## src/rtl/tcm_loader_if.sv

```systemverilog
// Byte-stream and TCM write-port bundle for the TCM loader.
// The loader side uses "master" (it masters the TCM write port and sinks the stream);
// the environment side uses "slave".
`timescale 1ns/1ps
interface tcm_loader_if;
    logic        s_valid;
    logic [7:0]  s_data;
    logic        s_ready;
    logic        ld_sram_cs;
    logic        ld_sram_we;
    logic [31:0] ld_sram_addr;
    logic [3:0]  ld_sram_ben;
    logic [31:0] ld_sram_wdata;

    modport master (
        input  s_valid, s_data,
        output s_ready,
        output ld_sram_cs, ld_sram_we, ld_sram_addr, ld_sram_ben, ld_sram_wdata
    );

    modport slave (
        output s_valid, s_data,
        input  s_ready,
        input  ld_sram_cs, ld_sram_we, ld_sram_addr, ld_sram_ben, ld_sram_wdata
    );
endinterface

```

## src/rtl/tcm_loader.sv

```systemverilog
// TCM loader: parses a little-endian byte stream (LOAD_ADDR, NWORDS, data words, BOOT),
// writes the data words into ITCM/DTCM and holds the core until the image is complete.
`timescale 1ns/1ps
module tcm_loader #(
    parameter logic [7:0] ITCM_BASE = 8'h80,
    parameter logic [7:0] DTCM_BASE = 8'h90
) (
    input  logic             clk,
    input  logic             cpurst_n,
    input  logic             start,
    tcm_loader_if.master     bus,
    output logic             core_hold,
    output logic [31:0]      boot_addr,
    output logic             busy,
    output logic             done,
    output logic             err
);

    typedef enum logic [2:0] {
        ST_IDLE, ST_HDR_ADDR, ST_HDR_LEN, ST_DATA, ST_BOOT, ST_DONE, ST_ERR
    } state_t;

    state_t      state_q, state_d;
    logic [1:0]  cnt_q, cnt_d;          // byte position within the current 32-bit field
    logic [31:0] shift_q, shift_d;      // field assembly, bytes shifted in from the top
    logic [31:0] addr_q, addr_d;        // next TCM word address
    logic [31:0] nwords_q, nwords_d;    // words still to be written
    logic [7:0]  tag_q, tag_d;          // region tag of LOAD_ADDR, used for overflow detection
    logic        cs_q, cs_d;
    logic [31:0] sram_addr_q, sram_addr_d;
    logic [31:0] wdata_q, wdata_d;
    logic [31:0] boot_q, boot_d;

    logic        s_ready_w;
    logic        accept;
    logic        last_byte;
    logic [31:0] field;
    logic [31:0] addr_inc;
    logic [31:0] nwords_dec;

    // The stream is open in every parsing state; a byte moves on valid & ready.
    assign s_ready_w  = (state_q == ST_HDR_ADDR) || (state_q == ST_HDR_LEN) ||
                        (state_q == ST_DATA)     || (state_q == ST_BOOT);
    assign accept     = bus.s_valid & s_ready_w;
    assign last_byte  = accept && (cnt_q == 2'd3);
    // Little-endian: the first byte ends up in [7:0] after four shifts.
    assign field      = {bus.s_data, shift_q[31:8]};
    assign addr_inc   = addr_q + 32'd4;
    assign nwords_dec = nwords_q - 32'd1;

    // Next-state, field assembly and write-strobe generation.
    always_comb begin
        state_d     = state_q;
        cnt_d       = cnt_q;
        shift_d     = shift_q;
        addr_d      = addr_q;
        nwords_d    = nwords_q;
        tag_d       = tag_q;
        cs_d        = 1'b0;
        sram_addr_d = sram_addr_q;
        wdata_d     = wdata_q;
        boot_d      = boot_q;

        if (accept) begin
            shift_d = field;
            cnt_d   = cnt_q + 2'd1;
        end

        case (state_q)
            ST_IDLE, ST_DONE, ST_ERR: begin
                if (start) state_d = ST_HDR_ADDR;
            end
            ST_HDR_ADDR: begin
                if (last_byte) begin
                    if (((field[31:24] == ITCM_BASE) || (field[31:24] == DTCM_BASE)) &&
                        (field[1:0] == 2'b00)) begin
                        state_d = ST_HDR_LEN;
                        addr_d  = field;
                        tag_d   = field[31:24];
                    end else begin
                        state_d = ST_ERR;
                    end
                end
            end
            ST_HDR_LEN: begin
                if (last_byte) begin
                    nwords_d = field;
                    state_d  = (field != 32'd0) ? ST_DATA : ST_BOOT;
                end
            end
            ST_DATA: begin
                if (last_byte) begin
                    // The write is issued even if the increment leaves the region.
                    cs_d        = 1'b1;
                    sram_addr_d = addr_q;
                    wdata_d     = field;
                    addr_d      = addr_inc;
                    nwords_d    = nwords_dec;
                    if (nwords_dec == 32'd0)
                        state_d = ST_BOOT;
                    else if (addr_inc[31:24] != tag_q)
                        state_d = ST_ERR;
                end
            end
            ST_BOOT: begin
                if (last_byte) begin
                    boot_d  = field;
                    state_d = ST_DONE;
                end
            end
            default: state_d = ST_IDLE;
        endcase

        // Every field starts at byte 0 of a fresh state.
        if (state_d != state_q) cnt_d = 2'd0;
    end

    // State and datapath registers; reset aborts any session and any write in flight.
    always_ff @(posedge clk or negedge cpurst_n) begin
        if (!cpurst_n) begin
            state_q     <= ST_IDLE;
            cnt_q       <= 2'd0;
            shift_q     <= 32'd0;
            addr_q      <= 32'd0;
            nwords_q    <= 32'd0;
            tag_q       <= 8'd0;
            cs_q        <= 1'b0;
            sram_addr_q <= 32'd0;
            wdata_q     <= 32'd0;
            boot_q      <= 32'd0;
        end else begin
            state_q     <= state_d;
            cnt_q       <= cnt_d;
            shift_q     <= shift_d;
            addr_q      <= addr_d;
            nwords_q    <= nwords_d;
            tag_q       <= tag_d;
            cs_q        <= cs_d;
            sram_addr_q <= sram_addr_d;
            wdata_q     <= wdata_d;
            boot_q      <= boot_d;
        end
    end

    assign bus.s_ready       = s_ready_w;
    assign bus.ld_sram_cs    = cs_q;
    assign bus.ld_sram_we    = cs_q;
    assign bus.ld_sram_ben   = {4{cs_q}};
    assign bus.ld_sram_addr  = sram_addr_q;
    assign bus.ld_sram_wdata = wdata_q;

    assign core_hold = (state_q != ST_DONE);
    assign busy      = s_ready_w;
    assign done      = (state_q == ST_DONE);
    assign err       = (state_q == ST_ERR);
    assign boot_addr = boot_q;

endmodule

```

## src/flat_wrapper.sv

```systemverilog
// flat-port wrapper written by rule: the top's interface ports become plain ports
module tcm_loader_flat 
#(
    parameter logic [7:0] ITCM_BASE = 8'h80,
    parameter logic [7:0] DTCM_BASE = 8'h90
)
  (clk, cpurst_n, start, core_hold, boot_addr, busy, done, err, bus_s_valid, bus_s_data, bus_s_ready, bus_ld_sram_cs, bus_ld_sram_we, bus_ld_sram_addr, bus_ld_sram_ben, bus_ld_sram_wdata);
  tcm_loader_if bus_i ();
  input  logic clk;
  input  logic cpurst_n;
  input  logic start;
  output logic core_hold;
  output logic [31:0] boot_addr;
  output logic busy;
  output logic done;
  output logic err;
  input wire logic [$bits(bus_i.s_valid)-1:0] bus_s_valid;
  input wire logic [$bits(bus_i.s_data)-1:0] bus_s_data;
  output wire logic [$bits(bus_i.s_ready)-1:0] bus_s_ready;
  output wire logic [$bits(bus_i.ld_sram_cs)-1:0] bus_ld_sram_cs;
  output wire logic [$bits(bus_i.ld_sram_we)-1:0] bus_ld_sram_we;
  output wire logic [$bits(bus_i.ld_sram_addr)-1:0] bus_ld_sram_addr;
  output wire logic [$bits(bus_i.ld_sram_ben)-1:0] bus_ld_sram_ben;
  output wire logic [$bits(bus_i.ld_sram_wdata)-1:0] bus_ld_sram_wdata;
  assign bus_i.s_valid = bus_s_valid;
  assign bus_i.s_data = bus_s_data;
  assign bus_s_ready = bus_i.s_ready;
  assign bus_ld_sram_cs = bus_i.ld_sram_cs;
  assign bus_ld_sram_we = bus_i.ld_sram_we;
  assign bus_ld_sram_addr = bus_i.ld_sram_addr;
  assign bus_ld_sram_ben = bus_i.ld_sram_ben;
  assign bus_ld_sram_wdata = bus_i.ld_sram_wdata;
  tcm_loader #(.ITCM_BASE(ITCM_BASE), .DTCM_BASE(DTCM_BASE)) u_core (.clk(clk), .cpurst_n(cpurst_n), .start(start), .bus(bus_i), .core_hold(core_hold), .boot_addr(boot_addr), .busy(busy), .done(done), .err(err));
endmodule
```

## config.mk

```make
export PLATFORM = sky130hd
export DESIGN_NAME = tcm_loader_flat
export DESIGN_NICKNAME = d
export VERILOG_FILES = /design/src/rtl/tcm_loader_if.sv /design/src/rtl/tcm_loader.sv /design/src/flat_wrapper.sv
export SDC_FILE = /design/constraint.sdc
export NUM_CORES = 1
export LEC_CHECK = 0
export CAP_MARGIN = 25
export CELL_PAD_IN_SITES_DETAIL_PLACEMENT = 1
export CELL_PAD_IN_SITES_GLOBAL_PLACEMENT = 2
export CORE_MARGIN = 3
export CORE_UTILIZATION = 30
export DETAILED_ROUTE_END_ITERATION = 7
export PLACE_DENSITY_LB_ADDON = 0.1
export SETUP_SLACK_MARGIN = 0.15
export SKIP_LAST_GASP = 1
export SYNTH_ARGS = -nofsm -noshare
export SYNTH_HDL_FRONTEND = slang
export SYNTH_SLANG_ARGS = --single-unit
export TNS_END_PERCENT = 20
```

## constraint.sdc

```tcl
create_clock -name clk -period 3.6 [get_ports clk]
set_input_delay 0.72 -clock clk [delete_from_list [all_inputs] [get_ports clk]]
set_output_delay 0.72 -clock clk [all_outputs]
set_load 0.1 [all_outputs]
```

; Word-level counts from Yosys, hierarchy flattened
; Index checks and enable logic that the tools add are counted.
[totals]
regBits = 206
output_inout_bits = 107
wordCells = 70
in_bits = 12
[op_classes]
n_eq_ne = 16
n_reduce_logical = 19
bitwise = 1
muxes = 21
add_sub_neg = 3
[op_table]
columns = cell, count
row1 = $mux 32, 5
row2 = $pmux 32 s2, 2
row3 = $add 32x3->32 const B, 1
row4 = $logic_not 32->1, 1
row5 = $reduce_bool 32->1, 1
row6 = $sub 32x1->32 const B, 1
row7 = $mux 3, 9
row8 = $eq 8x8->1 const B, 2
row9 = $pmux 3 s5, 1
row10 = $eq 3x3->1 const B, 3
row11 = $ne 8x8->1, 1
row12 = $eq 3x2->1 const B, 2
row13 = $ne 2x1->1 const B, 3
row14 = $reduce_and 3->1, 2
row15 = $reduce_bool 2->1, 3
row16 = $logic_or 1x1->1, 4
row17 = $mux 2, 2
row18 = $reduce_and 2->1, 2
row19 = $reduce_and 4->1, 1
row20 = $eq 3x1->1 const B, 1
row21 = $logic_not 3->1, 1
row22 = $ne 3x3->1, 1
row23 = $ne 3x3->1 const B, 1
row24 = $reduce_or 3->1, 1
row25 = other kinds (7), 9

; Longest topological paths before layout
; Gate-level depths: netlist of the first run.
[logic_depth]
ltp_word = 10
ltp_mapped = 11

; Worst setup path after synthesis of the first run
; No wires, ideal clock.
[synth_path]
path_kind = reg-to-reg
from = reg u_core.state_q[1]
to = reg u_core.addr_q[27]
setup_ps = 134
required_time_ps = 3466
path_slack_ps = -97
arrival_time_ps = 3563
path_stages_with_launch = 10
path_cell_list = dfrtp_1 > clkbuf_1 > o21a_1 > nor2_1 > nand2_1 > or3_1 > clkbuf_1 > clkbuf_1 > o21ai_0 > o41ai_1
[synth_between]
elab_chain_len = 8
elab_cells_between_ends = 15
[synth_lines]
columns = element, line_no
row1 = start: declaration, tcm_loader.sv:23  ; state_t state_q, state_d;
row2 = start signal: assignment, tcm_loader.sv:132  ; state_q <= state_d;
row3 = $eq 3x1->1 / $eq 3x2->1 (equally long branches), tcm_loader.sv:42  ; assign s_ready_w = (state_q == ST_HDR_ADDR) || (state_q == ST_HDR_LEN) ||
row4 = $logic_or 1x1->1 (2 in series), tcm_loader.sv:42
row5 = $logic_or 1x1->1 *, tcm_loader.sv:43  ; (state_q == ST_DATA) || (state_q == ST_BOOT);
row6 = via bus_s_ready, flat_wrapper.sv:19  ; output wire logic [$bits(bus_i.s_ready)-1:0] bus_s_ready;
row7 = $and 1x1->1 *, tcm_loader.sv:44  ; assign accept = bus.s_valid & s_ready_w;
row8 = $logic_and 1x1->1 *, tcm_loader.sv:45  ; assign last_byte = accept && (cnt_q == 2'd3);
row9 = $ne 2x1->1 (no line), --
row10 = $reduce_and 4->1 (no line) *, --
row11 = end signal: assignment, tcm_loader.sv:135  ; addr_q <= addr_d;
row12 = end: declaration, tcm_loader.sv:26  ; logic [31:0] addr_q, addr_d;
; The timed path passes the listed nets; every way through them passes the cells marked *.
; A chain may end at the register's enable or synchronous reset.

; Worst setup path after layout of the first run
[layout_path]
from = reg u_core.nwords_q[0]
to = reg u_core.cnt_q[1]
[layout_between]
elab_chain_len = 7
elab_cells_between_ends = 8
[layout_lines]
columns = element, line_no
row1 = start: declaration, tcm_loader.sv:27  ; logic [31:0] nwords_q, nwords_d;
row2 = start signal: assignment, tcm_loader.sv:136  ; nwords_q <= nwords_d;
row3 = $sub 32x1->32 *, tcm_loader.sv:49  ; assign nwords_dec = nwords_q - 32'd1;
row4 = $logic_not 32->1 *, tcm_loader.sv:99  ; if (nwords_dec == 32'd0)
row5 = $mux 3 *, tcm_loader.sv:99
row6 = $mux 3 *, tcm_loader.sv:92  ; if (last_byte) begin
row7 = $pmux 3 s5 *, tcm_loader.sv:69  ; case (state_q)
row8 = $ne 3x3->1 *, tcm_loader.sv:115  ; if (state_d != state_q) cnt_d = 2'd0;
row9 = $mux 2 / $reduce_bool 2->1 (equally long branches), --
row10 = end signal: assignment, tcm_loader.sv:133  ; cnt_q <= cnt_d;
row11 = end: declaration, tcm_loader.sv:24  ; logic [1:0] cnt_q, cnt_d;
; Every way passes the cells marked *; elsewhere a longest branch is shown, timed or not.

==> summary.md, run 1 <==
| Metric | Value |
|---|---|
| Setup crit end kind | `register` |
| Synth warn | `0` |
| Max IR drop VDD | `543 µV` |
| CP required | `3930 ps` |
| Nets@finish | `1189` |
| Slew Viols, Final | `0` |
| CTS sink cnt | `198` |
| Synth Area per Inst | `9.18 µm²` |
| # rows | `65` |
| CTS clock-pin slew for the worst setup and hold paths | `80 ps` |
| CP startpoint kind | `register` |
| Placed insts | `1589` |
| Register area share after synthesis | `50.6%` |
| Core footprint | `31900 µm²` |
| Final hold vios | `0` |
| Post-synth top area share | `50.6%` |
| Num CTS Buffers | `17` |
| Final worst setup slack | `288 ps` |
| DP Wirelength | `23300 µm` |
| Crit share post-route | `92.0%` |
| Distinct cells, synth | `67` |
| EDFF count, synth | `0` |
| Chip width | `187 µm` |
| Fmax achieved | `302 MHz` |
| Post_cts resized | `0` |
| Fillers | `3691` |
| Total vias in the final route | `8392` |
| Share of layout cells above drive strength 1 | `13.4%` |
| Routed met3 length | `1790 µm` |
| Synth top cells by count | `nand2_1 (243), dfrtp_1 (198), nor2_1 (80), a21oi_1 (74), o21ai_0 (65)` |
| Depth of the most critical reg-to-reg path | `8` |
| P&R area growth vs syn | `24.6%` |
| Num ports | `119` |
| Power Density | `933 nW/µm²` |
| Cts hold-fix bufs | `0` |
| Met2 Wirelength | `15100 µm` |
| All-Layer GR Usage | `19.9%` |
| Initial DRC count | `439` |
| Ys flop type | `dfrtp_1` |
| Clk_lat worst skew | `470 ps` |
| First-pass GRT wire length | `54500 µm` |
| GR Overflow Total | `0` |
| Clock Skew | `17.2 ps` |
| Max-Cap Viols | `0` |
| Placer Congestion | `0.825` |
| Worst-path cell chain | `or4_1 > or4_4 > o31a_1 > or4_1 > a32oi_1 > nand4_1 > a41oi_2 > nor3_1` |
| Pre-CTS setup slack | `299 ps` |
| CTS tree | `built` |
| Routed met1 length | `16600 µm` |
| Cells after Synth | `1066` |
| Pleak | `0.00550 µW` |
| Post-layout min period | `3310 ps` |
| Crit path max fanout | `9` |
| WL/cell | `21.0 µm` |
| RSZ-0062 raised after global routing | `no` |
| Starting Density | `30.7%` |
| Slowest CP cell | `or4_1` |
| Drt first pass iters | `4` |
| Fin Setup TNS | `0 ps` |
| # Post-CTS Setup Buffers | `0` |
| CTS H-tree lvls | `4` |
| Most common cell in the netlist | `nand2_1` |
| CP max stage delay | `590 ps` |
| Cell area after synthesis | `9790 µm²` |
| Clock Tree Root | `clkbuf_16` |
| Crit path kind | `reg2reg` |
| CP arrival | `3650 ps` |
| PortBufs | `118` |
| CP dominant cell by count | `or4_1` |
| Synth Register Bits | `198` |
| Cell taking the most area after synthesis | `dfrtp_1` |
| Routed wire length | `34000 µm` |
| Vias in the first global route | `8890` |
| Final instance count without filler cells | `1621` |
| Asr flop ratio synth | `100%` |
| Largest net degree at the start of global routing | `69` |
| Via-to-Cell Ratio | `5.18` |
| Post-Syn Nets | `1082` |
| ANT nets after route | `0` |
| Antenna diodes | `0` |
| Ranking of synthesized cells by area | `dfrtp_1 (51%), nand2_1 (9.3%), mux2_2 (6.6%)` |
| Area of the multi-input gates | `4480 µm²` |
| DIE HEIGHT | `187 µm` |
| Min-Delay Path Class | `in2async` |
| Worst slew pin tran | `1020 ps` |
| Full die area | `34800 µm²` |
| Top Layer Used | `met4` |
| CTS max path bufs | `2` |
| Final setup fails | `0` |
| Slew Limit Headroom | `31.7%` |
| Status | `completed` |
| Initial antenna violation count | `1` |
| Register Area | `4960 µm²` |
| DRC | `0` |
[where the power goes]
group	internal, µW	switching (µW)	total (µW)
Combinational	1660	3810	5480
Clock	1060	1020	2070
Sequential	2850	978	3820
[worst max-delay path: cells and delay by family, from the launching register on]
family / cells / cell delay, ps
AOI/OAI and AO/OA: 3 / 730
DFF: 1 / 470
and+or+nand+nor: 5 / 1990
[placed cells by master, fill, tap and decap left out, types with 6 or more instances in the layout]
cell type / instances
o21ai_0: 65
a21oi_1: 74
nand3b_1: 6
or3_1: 10
or4_1: 9
a31oi_1: 17
and3_1: 6
inv_1: 11
dfrtp_1: 197
nor3_1: 26
buf_4: 45
o22ai_1: 10
and4_1: 7
clkdlybuf4s50_1: 112
nand3_1: 17
nand2_1: 242
o22a_1: 21
nor2_1: 78
nor4_1: 16
clkbuf_16: 17
xnor2_1: 11
nand4_1: 10
mux2_2: 57
nor2b_1: 10
[sequential cells by signal, summed over array words and instances (netlist names)]
| name | count |
|---|---|
| u_core.state_q | 3 |
| u_core.nwords_q | 32 |
| u_core.bus.ld_sram_wdata | 32 |
| u_core.bus.ld_sram_addr | 32 |
| u_core.shift_q | 24 |
| u_core.boot_addr | 32 |
| u_core.tag_q | 8 |
| u_core.addr_q | 32 |
| u_core.cnt_q | 2 |
| u_core.bus.ld_sram_cs | 1 |
[metrics by stage]
| step | total power, µW | util, % | hold slack (ps) | area (µm²) |
|---|---|---|---|---|
| 6_report | 11400 | 38.3 | 258 | 12200 |
| 5_1_grt | 12000 | 38.3 | 301 | 12200 |
| 4_1_cts | 11500 | 38.2 | 273 | 12200 |
| 3_5_place_dp | 9360 | 36.3 | 456 | 11600 |
| 3_3_place_gp | 9330 | 36.3 | 451 | 11600 |
| 2_1_floorplan | 7440 | - | 424 | 9790 |
[area by class of cell]
class | instances | area share [%]
well taps | 435 | 4.46
multi-input cells | 782 | 36.8
inverters | 12 | 0.369
repair buffers | 162 | 12.7
clock buffers | 17 | 3.49
flip-flops and latches | 198 | 40.6
clock inverters | 15 | 1.55
[path summary, 6_finish.rpt]
kind                                                start                                        to  slack [ps]
max                        u_core.nwords_q[0]$_DFFE_PN0P_               u_core.cnt_q[1]$_DFFE_PN0P_         290
min                                              cpurst_n            u_core.nwords_q[5]$_DFFE_PN0P_         260
max reg2reg                u_core.nwords_q[0]$_DFFE_PN0P_               u_core.cnt_q[1]$_DFFE_PN0P_         290
min reg2reg                  u_core.addr_q[1]$_DFFE_PN0P_    u_core.bus.ld_sram_addr[1]$_DFFE_PN0P_         470
max in group asynchronous                        cpurst_n  u_core.bus.ld_sram_wdata[14]$_DFFE_PN0P_        2360
min in group clk             u_core.addr_q[1]$_DFFE_PN0P_    u_core.bus.ld_sram_addr[1]$_DFFE_PN0P_         470
[cell families after synthesis]
family                     Yosys count  synth area share, %
AOI/OAI and AO/OA                  226                 14.1
xor gates and xnor gates            16                 1.43
adders and majority gates            5                0.614
buffers and inverters               86                 3.78
DFF                                198                 50.6
muxes                               60                 6.87
and+or+nand+nor                    475                 22.6
[layer usage]
layer / up-vias / track usage, %
met5: - / 0
met4: 0 / 5.61
met3: 33 / 4.08
met2: 163 / 30.1
met1: 4236 / 28.8
li1: 3960 / -
Power figures use the tool's default switching activity.
==> run 2, diff against run 1 <==
Settings changed: ABC_CLOCK_PERIOD_IN_PS from default to 3600, CORE_UTILIZATION 30 to 35.
==> summary.md, run 2 (synthesis results as in run 1) <==
| Metric | Value |
|---|---|
| Placer Congestion | `0.889` |
| ANT nets after route | `0` |
| # Post-CTS Setup Buffers | `0` |
| All-Layer GR Usage | `22.3%` |
| Num CTS Buffers | `17` |
| Gate power share | `48.3%` |
| Crit share post-route | `92.3%` |
| Pre-CTS setup slack | `290 ps` |
| Min-Delay Path Class | `in2async` |
| PortBufs | `118` |
| Worst R2R Start | `u_core.nwords_q[8]$_DFFE_PN0P_` |
| DP Wirelength | `23000 µm` |
| Sw frac | `51.5%` |
| CP startpoint kind | `register` |
| P&R area growth vs syn | `23.9%` |
| Clock Skew | `17.6 ps` |
| Full die area | `30000 µm²` |
| Crit path max fanout | `8` |
| Routed wire length | `32700 µm` |
| Final hold vios | `0` |
| WL/cell | `21.0 µm` |
| Core Util, Final | `44.5%` |
| Starting Density | `35.9%` |
| Largest net degree at the start of global routing | `68` |
| Depth of the most critical reg-to-reg path | `8` |
| Share of layout cells above drive strength 1 | `13.8%` |
| Worst r2r dst | `u_core.cnt_q[1]$_DFFE_PN0P_` |
| Num ports | `119` |
| CTS sink cnt | `198` |
| Commonest non-fill, non-tap cell in the layout | `nand2_1` |
| DRC | `0` |
| Vias in the first global route | `8910` |
| Worst Setup EP | `u_core.cnt_q[1]$_DFFE_PN0P_` |
| Crit path kind | `reg2reg` |
| Via-to-Cell Ratio | `5.45` |
| CP arrival | `3650 ps` |
| GR Overflow Total | `0` |
| Initial antenna violation count | `0` |
| First-pass GRT wire length | `53000 µm` |
| Max IR drop VDD | `610 µV` |
| Chip width | `173 µm` |
| Most frequent cells in the layout | `nand2_1 (242), dfrtp_1 (197), clkdlybuf4s50_1 (111)` |
| Power Density | `929 nW/µm²` |
| Total vias in the final route | `8503` |
| Fmax achieved | `301 MHz` |
| Slew Viols, Final | `0` |
| Final setup fails | `0` |
| Max-Cap Viols | `0` |
| CTS H-tree lvls | `4` |
| CTS tree | `built` |
| Core footprint | `27300 µm²` |
| Worst slew pin tran | `1030 ps` |
| Clk_lat worst skew | `450 ps` |
| Initial DRC count | `547` |
| Final worst setup slack | `278 ps` |
| Internal power | `5470 µW` |
| RSZ-0062 raised after global routing | `no` |
| Reg power frac | `33.9%` |
| Antenna diodes | `0` |
| DIE HEIGHT | `173 µm` |
| Post-layout min period | `3320 ps` |
| Nets@finish | `1192` |
| Drt first pass iters | `5` |
| Sw power | `5800 µW` |
| Crit path launch | `u_core.nwords_q[8]$_DFFE_PN0P_` |
| CTS clock-pin slew for the worst setup and hold paths | `80 ps` |
| Clock Tree Root | `clkbuf_16` |
| # rows | `60` |
| Reg2Reg Setup Slack | `280 ps` |
| Slew Limit Headroom | `30.8%` |
| Status | `completed` |
| CTS max path bufs | `2` |
| CP required | `3930 ps` |
| Worst hold slack | `267 ps` |
| Clock Power Share | `17.8%` |
| Fin Setup TNS | `0 ps` |
| Pleak | `0.00551 µW` |
| Setup crit end kind | `register` |
## run 2: cell types whose count changed in the layout (fill, tap and decap cells not counted), sizes merged
cell           before  now
buf                49   53
bufinv              2    0
clkbuf             18   19
clkdlybuf4s50     112  111
clkinv              6    7
## run 2: final cells by class
type                    count  area [µm²]
repair buffers            165        1560
well taps                 372         465
clock inverters            14         174
fillers                  3122       15100
flip-flops and latches    198        4960
clock buffers              18         439
inverters                  12        45.0
multi-input cells         782        4490
## run 2: power by group through the flow
stage / clock [µW] / sequential, µW / combinational [µW]
6_report: 2000 / 3820 / 5450
3_3_place_gp: 0 / 3850 / 5400
3_5_place_dp: 0 / 3850 / 5440
5_1_grt: 2170 / 3930 / 5810
4_1_cts: 2060 / 3820 / 5460
2_1_floorplan: 0 / 5200 / 2240
## run 2: critical path, stage by stage, from the launching register on
cell and delay [ps]:
dfrtp_2 460, or4_4 560, or4_4 600, o31a_1 260, or4_1 500, a32oi_1 160, nand4_1 260, a41oi_2 310
nor3_1 80
## run 2: how the worst min path moves through the flow
stage | endpoint | slack (ps) | depth (start not counted)
2_1_floorplan | u_core.addr_q[0]$_DFFE_PN0P_ | 420 | 0
3_3_place_gp | u_core.bus.ld_sram_addr[1]$_DFFE_PN0P_ | 450 | 2
3_5_place_dp | u_core.bus.ld_sram_addr[1]$_DFFE_PN0P_ | 450 | 2
4_1_cts | u_core.nwords_q[3]$_DFFE_PN0P_ | 290 | 1
5_1_grt | u_core.nwords_q[3]$_DFFE_PN0P_ | 290 | 1
6_report | u_core.nwords_q[3]$_DFFE_PN0P_ | 270 | 1
## run 2: stage by stage
stage,total power [µW],instances,cell area [µm²]
final,11300,1561,12100
after global placement,9250,1529,11500
after floorplan,7440,1066,9790
after detailed placement,9290,1529,11500
after global routing,11900,1561,12100
after CTS,11300,1561,12100
## run 2: timing repair
item,CTS,global route
gates resized for setup,0,3
hold buffers,0,0
setup endpoints to repair,0,4
## run 2: layer usage
metal	global-route usage (%)	up-vias	wire [µm]
met5	0	-	0
met4	4.26	0	322
met3	4.38	18	1220
met2	34.8	136	14800
met1	32.6	4384	16300
li1	-	3965	-
